<file path="src/rtl/mem_port_arbiter_pkg.sv">
// Shared definitions for the program/data memory port arbiter:
// FSM state encoding, requester ids and default bus widths (the same
// ADDR_W/DATA_W defaults are used by Control and the register file).
package mem_port_arbiter_pkg;

  typedef enum logic [1:0] {
    ST_IDLE   = 2'd0,
    ST_ACCESS = 2'd1,
    ST_WAIT   = 2'd2,
    ST_DONE   = 2'd3
  } arb_state_e;

  localparam logic REQ_FETCH = 1'b0;
  localparam logic REQ_DATA  = 1'b1;

  localparam int unsigned ADDR_W_DEF = 13;
  localparam int unsigned DATA_W_DEF = 16;

endpackage

</file>
<file path="src/rtl/mem_port_arbiter_arb_pick.sv">
// Combinational winner select between the fetch and data requesters.
// Build option: MEM_ARB_ROUND_ROBIN_EN selects round-robin tie breaking
// using the last owner; without it fetch has fixed priority.
module arb_pick
  import mem_port_arbiter_pkg::*;
(
  input  logic fetch_req_i,
  input  logic data_req_i,
`ifdef MEM_ARB_ROUND_ROBIN_EN
  input  logic last_grant_i,
`endif
  output logic winner_o
);

  // Winner is only meaningful when at least one request is high.
  always_comb begin
    winner_o = REQ_FETCH;
`ifdef MEM_ARB_ROUND_ROBIN_EN
    if (fetch_req_i && data_req_i) begin
      winner_o = (last_grant_i == REQ_FETCH) ? REQ_DATA : REQ_FETCH;
    end else if (data_req_i) begin
      winner_o = REQ_DATA;
    end
`else
    if (!fetch_req_i && data_req_i) begin
      winner_o = REQ_DATA;
    end
`endif
  end

endmodule

</file>
<file path="src/rtl/mem_port_arbiter.sv">
// Single-port memory arbiter: grants one of fetch/data at a time, drives
// one-cycle memory strobes, waits out MEM_LAT cycles on reads, and returns
// registered read data with a one-cycle done pulse to the owner.
// Build option: MEM_ARB_ROUND_ROBIN_EN (round-robin tie break with
// last_grant tracking; default build is fixed fetch priority).
module mem_port_arbiter
  import mem_port_arbiter_pkg::*;
#(
  parameter int unsigned ADDR_W  = ADDR_W_DEF,
  parameter int unsigned DATA_W  = DATA_W_DEF,
  parameter int unsigned MEM_LAT = 2
) (
  input  logic              clk,
  input  logic              reset,
  input  logic              fetch_req,
  input  logic [ADDR_W-1:0] fetch_addr,
  output logic              fetch_gnt,
  output logic              fetch_done,
  input  logic              data_req,
  input  logic              data_we,
  input  logic [ADDR_W-1:0] data_addr,
  input  logic [DATA_W-1:0] data_wdata,
  output logic              data_gnt,
  output logic              data_done,
  output logic [DATA_W-1:0] rdata,
  output logic [ADDR_W-1:0] mem_addr,
  output logic [DATA_W-1:0] mem_wdata,
  output logic              mem_rd,
  output logic              mem_wr,
  input  logic [DATA_W-1:0] mem_rdata
);

  localparam logic [3:0] LAT_INIT = 4'(MEM_LAT);

  arb_state_e        state_q;
  logic              owner_q;
  logic              we_q;
  logic [3:0]        cnt_q;
  logic              fetch_gnt_q, fetch_done_q;
  logic              data_gnt_q, data_done_q;
  logic              mem_rd_q, mem_wr_q;
  logic [ADDR_W-1:0] mem_addr_q;
  logic [DATA_W-1:0] mem_wdata_q;
  logic [DATA_W-1:0] rdata_q;
  logic              winner;

`ifdef MEM_ARB_ROUND_ROBIN_EN
  logic              last_grant_q;
`endif

  arb_pick u_pick (
    .fetch_req_i  (fetch_req),
    .data_req_i   (data_req),
`ifdef MEM_ARB_ROUND_ROBIN_EN
    .last_grant_i (last_grant_q),
`endif
    .winner_o     (winner)
  );

  // Access sequencer: arbitration, strobes, latency wait and completion.
  always_ff @(posedge clk) begin
    if (reset) begin
      state_q      <= ST_IDLE;
      owner_q      <= REQ_FETCH;
      we_q         <= 1'b0;
      cnt_q        <= '0;
      fetch_gnt_q  <= 1'b0;
      fetch_done_q <= 1'b0;
      data_gnt_q   <= 1'b0;
      data_done_q  <= 1'b0;
      mem_rd_q     <= 1'b0;
      mem_wr_q     <= 1'b0;
      mem_addr_q   <= '0;
      mem_wdata_q  <= '0;
      rdata_q      <= '0;
`ifdef MEM_ARB_ROUND_ROBIN_EN
      last_grant_q <= REQ_DATA;
`endif
    end else begin
      case (state_q)
        ST_IDLE: begin
          if (fetch_req || data_req) begin
            owner_q <= winner;
            state_q <= ST_ACCESS;
            if (winner == REQ_FETCH) begin
              // Fetch is always a read; write data latch is left untouched.
              mem_addr_q  <= fetch_addr;
              we_q        <= 1'b0;
              fetch_gnt_q <= 1'b1;
              mem_rd_q    <= 1'b1;
            end else begin
              mem_addr_q  <= data_addr;
              mem_wdata_q <= data_wdata;
              we_q        <= data_we;
              data_gnt_q  <= 1'b1;
              mem_rd_q    <= !data_we;
              mem_wr_q    <= data_we;
            end
          end
        end
        ST_ACCESS: begin
          mem_rd_q <= 1'b0;
          mem_wr_q <= 1'b0;
          if (we_q) begin
            state_q      <= ST_DONE;
            fetch_done_q <= (owner_q == REQ_FETCH);
            data_done_q  <= (owner_q == REQ_DATA);
          end else begin
            cnt_q   <= LAT_INIT;
            state_q <= ST_WAIT;
          end
        end
        ST_WAIT: begin
          cnt_q <= cnt_q - 4'd1;
          // Counter about to hit zero: this cycle carries valid mem_rdata.
          if (cnt_q == 4'd1) begin
            rdata_q      <= mem_rdata;
            state_q      <= ST_DONE;
            fetch_done_q <= (owner_q == REQ_FETCH);
            data_done_q  <= (owner_q == REQ_DATA);
          end
        end
        ST_DONE: begin
          fetch_done_q <= 1'b0;
          data_done_q  <= 1'b0;
          fetch_gnt_q  <= 1'b0;
          data_gnt_q   <= 1'b0;
          state_q      <= ST_IDLE;
`ifdef MEM_ARB_ROUND_ROBIN_EN
          last_grant_q <= owner_q;
`endif
        end
        default: begin
          state_q <= ST_IDLE;
        end
      endcase
    end
  end

  assign fetch_gnt  = fetch_gnt_q;
  assign fetch_done = fetch_done_q;
  assign data_gnt   = data_gnt_q;
  assign data_done  = data_done_q;
  assign mem_rd     = mem_rd_q;
  assign mem_wr     = mem_wr_q;
  assign mem_addr   = mem_addr_q;
  assign mem_wdata  = mem_wdata_q;
  assign rdata      = rdata_q;

endmodule

</file>
<file path="config.mk">
export PLATFORM = sky130hd
export DESIGN_NAME = mem_port_arbiter
export DESIGN_NICKNAME = d
export VERILOG_FILES = /design/src/rtl/mem_port_arbiter_pkg.sv /design/src/rtl/mem_port_arbiter_arb_pick.sv /design/src/rtl/mem_port_arbiter.sv
export SDC_FILE = /design/constraint.sdc
export NUM_CORES = 1
export LEC_CHECK = 0
export ABC_AREA = 0
export CAP_MARGIN = 30
export CORE_MARGIN = 3
export CORE_UTILIZATION = 35
export CTS_CLUSTER_DIAMETER = 80
export DETAILED_ROUTE_END_ITERATION = 12
export PLACE_DENSITY = 0.7
export RECOVER_POWER = 100
export SYNTH_ARGS = -nofsm -noshare
export SYNTH_HDL_FRONTEND = slang
export SYNTH_SLANG_ARGS = --single-unit
</file>
<file path="constraint.sdc">
create_clock -name clk -period 2.6 [get_ports clk]
set_input_delay 0.26 -clock clk [delete_from_list [all_inputs] [get_ports clk]]
set_output_delay 0.26 -clock clk [all_outputs]
set_load 0.01 [all_outputs]
</file>
==> results.cfg <==
[clock_tree]
holdBufCountCts = 0
postCtsSetupBuffers = 0
cts_tree = yes
cts.clk_slew.worst_paths_ns = 0.06
ctsResizeCount = 0
htree_levels = 3
clock_latency_ns = 0.33
cts_buffers = 9
cts_sinks = 59
clk_path_buf_depth = 2
root_buffer = clkbuf_8

[critical_path]
start_kind = register
crit_path_top_delay_cell = a221oi_1
critPathRequiredTime_ns = 2.81
slowest_delay_ns = 0.59
path_max_fanout = 4
endpoint_kind = register
critical_path_class = reg2reg
path_cells = inv_1 -> ha_1 -> or3b_1 -> a221oi_1 -> o21a_1 -> nor3_2
path_buf_inv = 1
cp_top_family = compound AO/OA/AOI/OAI gates
cp.arrival_ns = 2.14

[logic_synthesis]
synth_top_area_share_pct = 48.1
synth-edff-count = 0
synth_cell_types = 36
yosys-top-cells-area = dfxtp_1 48%, nand2_1 11%, a21oi_1 8.8%
synth.avg_cell_area_um2 = 8.47
syn_area_um2 = 2450
synth_top_area_cell = dfxtp_1
ys_ff_latch = 59
synth_common_cells = 69 x nand2_1, 59 x dfxtp_1, 43 x a21oi_1
async_flop_share_pct = 0
yosys_warnings = 0
syn-num-nets = 359
synth.most_common_cell = nand2_1
ys_seq_area_share_pct = 48.1
synth-main-ff-cell = dfxtp_1
synthCells = 290

[timing]
slew_headroom_pct = 58.1
finalHoldViolCount = 0
period_needed_ns = 1.93
fmax_ghz = 0.519
finalSetupViolCount = 0
finalSetupTns_ns = 0
period_share_pct = 74.1
worst_slew_pin_slew_ns = 0.627
clock_skew_ns = 0.00679
rsz0062_at_grt = no
finalMaxSlewViolations = 0

[power]
p_int_mw = 2.11
seqPwrFrac_pct = 38.7
pwr-share-comb_pct = 32.7
ir_worst_vdd_mv = 0.524
p_sw_share_pct = 30.8
p_switching_mw = 0.940
p_leak_nw = 1.52
clockPowerShare_pct = 28.7
power_density_nw_per_um2 = 799

[global_routing]
grt_usage_pct = 15.0
grt_max_degree = 27
grt_overflow = 0
grt_first_pass_wirelength_um = 9890
antenna_found_initial = 0
grt_pass1_vias = 2170

[detailed_routing]
initialDrtViolationCount = 76
wl_um = 5840
ant_nets = 0
drc = 0
avgRoutedWirePerCell_um = 11.7
vias_per_cell = 4.58
via_count = 2274
dr.pass1.iters = 4

[placement]
io_buffers = 113
hpwl_um = 4400
place_congestion = 0.694

[floorplan]
initial_utilization_pct = 37.4
die_h_um = 89.8
ios = 114
dieArea_um2 = 8060
core-area_um2 = 6570
dieWidth_um = 89.8
row_count = 29

[min_path]
min_path_type = in2reg

[cells_and_area]
area_growth_pct = 55.8
fin_util_pct = 58.2
diodes = 0
drive_gt1_share_pct = 6.68
fin_nets = 468
regArea_um2 = 1180
fill_cells = 611
multiInputGateArea_um2 = 1130

[job]
drv_cap = 0

[run_status]
status = finished clean
## flip-flops by register name, summed over array words and instances (netlist names)
register / count
rdata: 16
fetch_done: 1
data_gnt: 1
mem_addr: 13
cnt_q: 4
mem_rd: 1
owner_q: 1
we_q: 1
state_q: 2
fetch_gnt: 1
data_done: 1
mem_wr: 1
mem_wdata: 16
## logic make-up after synthesis
group,count (synthesis),share of synthesized area [%]
compound gates,71,17.6
flops,59,48.1
fa+ha+maj,6,3.06
buf+inv,26,4.99
mux,15,6.17
simple gates,113,20.0
## layout by cell type (no fill, tap or decap), drive strengths merged, types with 6 or more instances in the layout
master         synthesis  routed
nand2                 69      69
clkdlybuf4s50          0      61
mux2i                 14      14
nor2                  26      26
a21oi                 44      44
o21ai                  6       6
clkbuf                10      12
ha                     6       6
a211oi                14      14
dfxtp                 59      59
inv                    6       6
dlygate4sd3            0      51
## metrics by stage
| stage | power (mW) | hold WS (ns) | cells | cell area, um^2 | setup slack (ns) |
|---|---|---|---|---|---|
| 2_1_floorplan | 1.83 | 0.396 | 290 | 2450 | 1.04 |
| 3_3_place_gp | 2.29 | 0.440 | 481 | 3640 | 0.779 |
| 3_5_place_dp | 2.30 | 0.446 | 481 | 3640 | 0.760 |
| 4_1_cts | 3.19 | 0.307 | 497 | 3850 | 0.740 |
| 5_1_grt | 3.28 | 0.349 | 497 | 3820 | 0.514 |
| 6_report | 3.05 | 0.319 | 497 | 3820 | 0.673 |
## worst reg2reg max path, stage by stage (launching register included)
cell and delay [ns]:
dfxtp_1 0.31, inv_1 0.08, ha_1 0.17, or3b_1 0.40
a221oi_1 0.59, o21a_1 0.23, nor3_2 0.04
## per-layer routing
layer  routed length, um  global-route usage, %  share of wire, %  up-vias
met3                 815                   9.35                14       12
met5                   0                      0                 0        -
met2                2450                   22.7                42       90
met4                 121                   6.90               2.1        0
met1                2450                   16.5                42      972
li1                    -                      -                 -     1200
## area by class of cell
cell class,count,area share [%]
flip-flops and latches,59,30.9
repair buffers,118,30.4
multi-input cells,205,29.6
clock buffers,11,3.44
well taps,93,3.04
clock inverters,5,2.03
inverters,6,0.589
## power groups by stage
stage	clock network, mW	logic, mW	registers [mW]
floorplan	0	0.572	1.26
global placement	0	1.08	1.20
detailed placement	0	1.09	1.21
CTS	0.904	1.10	1.19
global route	0.948	1.13	1.20
finish	0.875	0.998	1.18
## final timing paths
kind	to	startpoint	cells after the start	slack (ns)
setup / recovery	fetch_done	cnt_q[1]	6	0.67
hold / removal	we_q	reset	2	0.32
setup reg to reg	fetch_done	cnt_q[1]	6	0.67
hold reg to reg	rdata[12]	rdata[12]	2	0.45
Note: power is estimated with default switching activity, not from simulation.
